===== src/rtl/lcd_controller_pkg.sv =====
// Shared definitions for the LCD sequencer: register map, lcd_ctrl encodings,
// FSM state codes and status word bit positions.
package lcd_controller_pkg;

    localparam logic [1:0] LCD_REG_DATA   = 2'd0;
    localparam logic [1:0] LCD_REG_CMD    = 2'd1;
    localparam logic [1:0] LCD_REG_STATUS = 2'd2;
    localparam logic [1:0] LCD_REG_CLR    = 2'd3;

    localparam logic [1:0] LCD_CTRL_DATA  = 2'b10;
    localparam logic [1:0] LCD_CTRL_CMD   = 2'b00;

    localparam logic [2:0] ST_IDLE  = 3'd0;
    localparam logic [2:0] ST_SETUP = 3'd1;
    localparam logic [2:0] ST_PULSE = 3'd2;
    localparam logic [2:0] ST_HOLD  = 3'd3;
    localparam logic [2:0] ST_WAIT  = 3'd4;

    localparam int STAT_BUSY      = 0;
    localparam int STAT_EMPTY     = 1;
    localparam int STAT_FULL      = 2;
    localparam int STAT_OVERFLOW  = 3;
    localparam int STAT_LEVEL_LSB = 8;

    // Clear display / return home instructions need the long execution wait.
    function automatic logic is_long_cmd(input logic [1:0] ctrl, input logic [7:0] b);
        return (ctrl == LCD_CTRL_CMD) && (b == 8'h01 || b == 8'h02 || b == 8'h03);
    endfunction

endpackage


===== src/rtl/lcd_controller_sync_fifo.sv =====
// Synchronous show-ahead FIFO with occupancy level; pushes while full and
// pops while empty are ignored.
module sync_fifo #(
    parameter int WIDTH = 9,
    parameter int DEPTH = 8
) (
    input  logic                       clk,
    input  logic                       rst,
    input  logic                       push,
    input  logic [WIDTH-1:0]           wdata,
    input  logic                       pop,
    output logic [WIDTH-1:0]           rdata,
    output logic                       full,
    output logic                       empty,
    output logic [$clog2(DEPTH):0]     level
);

    localparam int AW = $clog2(DEPTH);
    localparam logic [AW:0] FULL_LEVEL = (AW+1)'(DEPTH);

    logic [WIDTH-1:0] mem [DEPTH];
    logic [AW-1:0]    wr_ptr;
    logic [AW-1:0]    rd_ptr;
    logic             do_push;
    logic             do_pop;

    assign full    = (level == FULL_LEVEL);
    assign empty   = (level == '0);
    assign do_push = push && !full;
    assign do_pop  = pop && !empty;
    assign rdata   = mem[rd_ptr];

    always_ff @(posedge clk) begin
        if (do_push) begin
            mem[wr_ptr] <= wdata;
        end
    end

    always_ff @(posedge clk) begin
        if (rst) begin
            wr_ptr <= '0;
            rd_ptr <= '0;
            level  <= '0;
        end else begin
            if (do_push) begin
                wr_ptr <= wr_ptr + AW'(1);
            end
            if (do_pop) begin
                rd_ptr <= rd_ptr + AW'(1);
            end
            case ({do_push, do_pop})
                2'b10:   level <= level + (AW+1)'(1);
                2'b01:   level <= level - (AW+1)'(1);
                default: level <= level;
            endcase
        end
    end

endmodule


===== src/rtl/lcd_controller.sv =====
// Memory-mapped HD44780-style LCD sequencer: queues bus writes and replays them
// on the LCD pins with setup, enable pulse, hold and execution-wait timing.
module lcd_controller
    import lcd_controller_pkg::*;
#(
    parameter int FIFO_DEPTH     = 8,
    parameter int SETUP_CYCLES   = 2,
    parameter int EN_HIGH_CYCLES = 4,
    parameter int HOLD_CYCLES    = 2,
    parameter int CMD_WAIT       = 40,
    parameter int LONG_WAIT      = 1600
) (
    input  logic        clk,
    input  logic        rst,
    input  logic        bus_wenable,
    input  logic [1:0]  bus_addr,
    input  logic [31:0] bus_wdata,
    output logic [31:0] bus_rdata,
    output logic [7:0]  lcd_data,
    output logic [1:0]  lcd_ctrl,
    output logic        lcd_enable
);

    localparam int LVL_W  = $clog2(FIFO_DEPTH) + 1;
    localparam int MAX_T0 = (SETUP_CYCLES > EN_HIGH_CYCLES) ? SETUP_CYCLES : EN_HIGH_CYCLES;
    localparam int MAX_T1 = (MAX_T0 > HOLD_CYCLES) ? MAX_T0 : HOLD_CYCLES;
    localparam int MAX_T2 = (MAX_T1 > CMD_WAIT) ? MAX_T1 : CMD_WAIT;
    localparam int MAX_T  = (MAX_T2 > LONG_WAIT) ? MAX_T2 : LONG_WAIT;
    localparam int CNT_W  = (MAX_T > 1) ? $clog2(MAX_T) : 1;

    localparam logic [CNT_W-1:0] SETUP_LOAD = CNT_W'(SETUP_CYCLES - 1);
    localparam logic [CNT_W-1:0] PULSE_LOAD = CNT_W'(EN_HIGH_CYCLES - 1);
    localparam logic [CNT_W-1:0] HOLD_LOAD  = CNT_W'(HOLD_CYCLES - 1);
    localparam logic [CNT_W-1:0] CMD_LOAD   = CNT_W'(CMD_WAIT - 1);
    localparam logic [CNT_W-1:0] LONG_LOAD  = CNT_W'(LONG_WAIT - 1);

    logic [2:0]       state;
    logic [CNT_W-1:0] cnt;
    logic             overflow;

    logic             wr_data;
    logic             wr_cmd;
    logic             wr_clr;
    logic             fifo_push;
    logic             fifo_pop;
    logic [8:0]       fifo_wdata;
    logic [8:0]       fifo_rdata;
    logic             fifo_full;
    logic             fifo_empty;
    logic [LVL_W-1:0] fifo_level;
    logic             busy;
    logic [31:0]      status;
    logic             unused_wdata;

    assign wr_data      = bus_wenable && (bus_addr == LCD_REG_DATA);
    assign wr_cmd       = bus_wenable && (bus_addr == LCD_REG_CMD);
    assign wr_clr       = bus_wenable && (bus_addr == LCD_REG_CLR);
    assign fifo_push    = wr_data || wr_cmd;
    assign fifo_wdata   = {wr_data, bus_wdata[7:0]};
    assign fifo_pop     = (state == ST_IDLE) && !fifo_empty;
    assign unused_wdata = ^bus_wdata[31:8];

    sync_fifo #(
        .WIDTH (9),
        .DEPTH (FIFO_DEPTH)
    ) u_fifo (
        .clk   (clk),
        .rst   (rst),
        .push  (fifo_push),
        .wdata (fifo_wdata),
        .pop   (fifo_pop),
        .rdata (fifo_rdata),
        .full  (fifo_full),
        .empty (fifo_empty),
        .level (fifo_level)
    );

    assign busy = (state != ST_IDLE) || !fifo_empty;

    always_comb begin
        status                               = '0;
        status[STAT_LEVEL_LSB +: LVL_W]      = fifo_level;
        status[STAT_OVERFLOW]                = overflow;
        status[STAT_FULL]                    = fifo_full;
        status[STAT_EMPTY]                   = fifo_empty;
        status[STAT_BUSY]                    = busy;
    end

    assign bus_rdata = (bus_addr == LCD_REG_STATUS) ? status : 32'd0;

    always_ff @(posedge clk) begin
        if (rst) begin
            state      <= ST_IDLE;
            cnt        <= '0;
            lcd_data   <= '0;
            lcd_ctrl   <= '0;
            lcd_enable <= 1'b0;
            overflow   <= 1'b0;
        end else begin
            // fifo_full is the pre-edge value, so a push racing a pop while full is lost.
            if (fifo_push && fifo_full) begin
                overflow <= 1'b1;
            end else if (wr_clr) begin
                overflow <= 1'b0;
            end

            case (state)
                ST_IDLE: begin
                    if (!fifo_empty) begin
                        lcd_data <= fifo_rdata[7:0];
                        lcd_ctrl <= fifo_rdata[8] ? LCD_CTRL_DATA : LCD_CTRL_CMD;
                        cnt      <= SETUP_LOAD;
                        state    <= ST_SETUP;
                    end
                end
                ST_SETUP: begin
                    if (cnt == '0) begin
                        lcd_enable <= 1'b1;
                        cnt        <= PULSE_LOAD;
                        state      <= ST_PULSE;
                    end else begin
                        cnt <= cnt - CNT_W'(1);
                    end
                end
                ST_PULSE: begin
                    if (cnt == '0) begin
                        lcd_enable <= 1'b0;
                        cnt        <= HOLD_LOAD;
                        state      <= ST_HOLD;
                    end else begin
                        cnt <= cnt - CNT_W'(1);
                    end
                end
                ST_HOLD: begin
                    // lcd_data/lcd_ctrl still hold the entry, so they decide the wait length.
                    if (cnt == '0) begin
                        cnt   <= is_long_cmd(lcd_ctrl, lcd_data) ? LONG_LOAD : CMD_LOAD;
                        state <= ST_WAIT;
                    end else begin
                        cnt <= cnt - CNT_W'(1);
                    end
                end
                ST_WAIT: begin
                    if (cnt == '0) begin
                        state <= ST_IDLE;
                    end else begin
                        cnt <= cnt - CNT_W'(1);
                    end
                end
                default: begin
                    state <= ST_IDLE;
                end
            endcase
        end
    end

endmodule


===== config.mk =====
export PLATFORM = sky130hd
export DESIGN_NAME = lcd_controller
export DESIGN_NICKNAME = d
export VERILOG_FILES = /design/src/rtl/lcd_controller_pkg.sv /design/src/rtl/lcd_controller_sync_fifo.sv /design/src/rtl/lcd_controller.sv
export SDC_FILE = /design/constraint.sdc
export NUM_CORES = 1
export LEC_CHECK = 0
export ABC_AREA = 1
export BUFFER_PORTS_ARGS = -buffer_cell sky130_fd_sc_hd__buf_4
export CELL_PAD_IN_SITES_DETAIL_PLACEMENT = 0
export CELL_PAD_IN_SITES_GLOBAL_PLACEMENT = 1
export CORE_MARGIN = 2
export CORE_UTILIZATION = 47
export CTS_CLUSTER_DIAMETER = 80
export DETAILED_ROUTE_END_ITERATION = 8
export PLACE_DENSITY_LB_ADDON = 0.1
export SETUP_SLACK_MARGIN = 0.02
export SLEW_MARGIN = 10
export SYNTH_ARGS = -nofsm -noshare
export SYNTH_HDL_FRONTEND = slang
export SYNTH_SLANG_ARGS = --single-unit

===== constraint.sdc =====
create_clock -name clk -period 6.7 [get_ports clk]
set_input_delay 1.34 -clock clk [delete_from_list [all_inputs] [get_ports clk]]
set_output_delay 1.34 -clock clk [all_outputs]
set_load 0.01 [all_outputs]

==> flow_summary.json <==
{
  "final_common_cell": "nor2_1",
  "rows": 38,
  "drc": 0,
  "clk_pin_slew_worst_paths_ns": 0.11,
  "maxCapViolCount": 0,
  "yosys_warnings": 0,
  "gp_congestion": 0.875,
  "synth_edf_count": 72,
  "async_flop_share_pct": 0,
  "vias": 3541,
  "globalRouteOverflowTotal": 0,
  "slew_viol_final": 0,
  "fin_nets": 603,
  "period_needed_ns": 3.32,
  "clk_latency_ns": 0.38,
  "die_h_um": 108,
  "postRouteAntennaNets": 0,
  "dp_slack_ns": 3.18,
  "fp.dieW_um": 108,
  "r2r_start": "u_fifo.level[2]",
  "endpoint_kind": "primary output",
  "start_util_pct": 47.6,
  "post_cts_resized": 0,
  "clockRootBuffer": "clkbuf_8",
  "worstMarginPinSlew_ns": 1.20,
  "dp_hpwl_mm": 6.76,
  "fin_ws_ns": 3.38,
  "io_pins": 80,
  "most-common-layout-cells": "96 x nor2_1, 82 x nand2_1, 72 x edfxtp_1",
  "fin_util_pct": 51.4,
  "avgRoutedWirePerCell_um": 14.6,
  "drtPass1Iterations": 4,
  "vdd_ir_drop_max_mv": 0.245,
  "path_class": "input pin to primary output",
  "final_cells": 703,
  "drive_gt1_share_pct": 12.8,
  "grt_usage_pct": 18.6,
  "status": "finished clean",
  "rsz0062_at_grt": "no",
  "final-hold-violation-count": 0,
  "fmaxAchievable_mhz": 301,
  "tritoncts": "done",
  "cts_hold_buf": 0,
  "post-place-cells": 687,
  "cts.path.max_buffers": 2,
  "crit_fanout": 8,
  "viasPerCell": 5.04,
  "yosysTopAreaCell": "edfxtp_1",
  "crit_end": "bus_rdata[10]",
  "ff2ff_setup_slack_ns": 4.07,
  "final_area_mm2": 0.00550,
  "die_area_mm2": 0.0117,
  "postCtsSetupBuffers": 0,
  "rr_endpoint": "u_fifo.level[3]",
  "antenna_found_initial": 0,
  "arrival_ns": 1.98,
  "synth_top_cell_area_share_pct": 42.4,
  "area_growth_pct": 7.96,
  "synth_cells": 537,
  "synth_cell_types": 32,
  "port-buffer-count": 30,
  "grt_max_degree": 38,
  "h-tree-depth": 3,
  "fin_tns_setup_ns": 0,
  "fillCellCount": 995,
  "hold_class": "register to register",
  "worstSetupStartpointType": "input pin",
  "drt_iter0_drc": 207,
  "antennaDiodeCount": 0,
  "grt_pass1_wl_mm": 16.2,
  "wl_mm": 10.3,
  "cts_num_sinks": 110,
  "netlist_area_mm2": 0.00509,
  "avgSynthCellArea_um2": 9.49,
  "synth_area_leaders": "edfxtp_1 42%, dfxtp_1 15%, nor2_1 7.1%, nand2_1 6.0%, o21ai_0 5.9%",
  "required_ns": 5.36,
  "leakage_nw": 2.10,
  "placed_area_mm2": 0.00532,
  "ys_seq_elements": 110,
  "finClkSkew_ns": 0.0127,
  "dominantRegCellSynth": "edfxtp_1",
  "seq_area_frac_synth_pct": 57.4,
  "fin_crit_sh_pct": 49.6,
  "finalSetupViolations": 0,
  "grt_pass1_vias": 3271,
  "r2r_cells": 14,
  "core_mm2": 0.0107,
  "powerDensity_mw_per_mm2": 414,
  "slew_headroom_pct": 19.9,
  "cts_made_buffers": 9,
  "crit_start": "bus_addr[0]"
}
[critical path: stages]
cell     delay [ns]
buf_4          0.12
inv_1          0.06
nand2_1        0.17
nor2_1         0.16
buf_4          0.14
[routing by layer]
| metal | up-vias | GRT usage, % | share of wire (%) |
|---|---|---|---|
| li1 | 1802 | - | - |
| met1 | 1652 | 22.8 | 44 |
| met2 | 72 | 32.7 | 51 |
| met3 | 15 | 4.70 | 4.1 |
| met4 | 0 | 4.76 | 1.2 |
| met5 | - | 0 | 0 |
[layout make-up]
class	instances	area [um2]	area share, %
multi-input cells	367	1830	33.2
inverters	39	159	2.89
well taps	140	175	3.18
clock buffers	10	128	2.32
clock inverters	6	56.3	1.02
flip-flops and latches	110	2920	53.1
repair buffers	31	233	4.23
[state kept, by name, summed over array words and instances, names as in the netlist, named ones only]
name,count
lcd_ctrl,1
u_fifo.mem,72
state,3
u_fifo.wr_ptr,3
overflow,1
u_fifo.rd_ptr,3
lcd_data,8
cnt,11
lcd_enable,1
u_fifo.level,4
[Yosys cell counts, types with 2 or more instances]
| library cell | number |
|---|---|
| xnor2_1 | 3 |
| nor2_2 | 2 |
| buf_4 | 26 |
| nand3_2 | 2 |
| inv_1 | 34 |
| edfxtp_1 | 72 |
| nor2_1 | 96 |
| a21oi_2 | 7 |
| o211ai_1 | 19 |
| nor2_4 | 4 |
| nand2_2 | 3 |
| nand3_1 | 11 |
| buf_2 | 8 |
| dfxtp_1 | 38 |
| nand4_1 | 3 |
| ha_1 | 7 |
| inv_2 | 4 |
| a21oi_1 | 30 |
| nor3_1 | 5 |
| clkbuf_1 | 11 |
| nand2_1 | 82 |
| o21ai_0 | 60 |
[worst min-delay path by stage]
stage,from,end,slack (ns),depth (start not counted)
floorplan,u_fifo.rd_ptr[2],register,0.43,2
global placement,lcd_enable,lcd_enable,0.45,2
detailed placement,u_fifo.rd_ptr[2],u_fifo.rd_ptr[2],0.46,2
CTS,u_fifo.rd_ptr[2],register,0.47,2
global route,overflow,overflow,0.50,2
finish,u_fifo.rd_ptr[2],register,0.47,2
[logic make-up after synthesis]
kind of cell	Yosys count	share of synthesized area (%)
AOI/OAI and AO/OA	120	13.6
xor gates and xnor gates	3	0.516
adders and majority gates	8	2.11
buffers and inverters	84	8.55
DFF	110	57.4
other	1	0.0736
and+or+nand+nor	211	17.8
[report_power, final]
part	switching [mW]	leakage [nW]	internal, mW
Combinational	0.633	1.05	0.351
Clock	0.238	0.0917	0.145
Sequential	0.0995	0.963	0.811
Total	0.971	2.10	1.31
[per-stage QoR]
stage / power, mW / hold slack [ns]
2_1_floorplan: 1.67 / 0.433
3_3_place_gp: 1.90 / 0.447
3_5_place_dp: 1.91 / 0.459
4_1_cts: 2.29 / 0.469
5_1_grt: 2.46 / 0.502
6_report: 2.28 / 0.471
(Power assumes the default switching activity.)
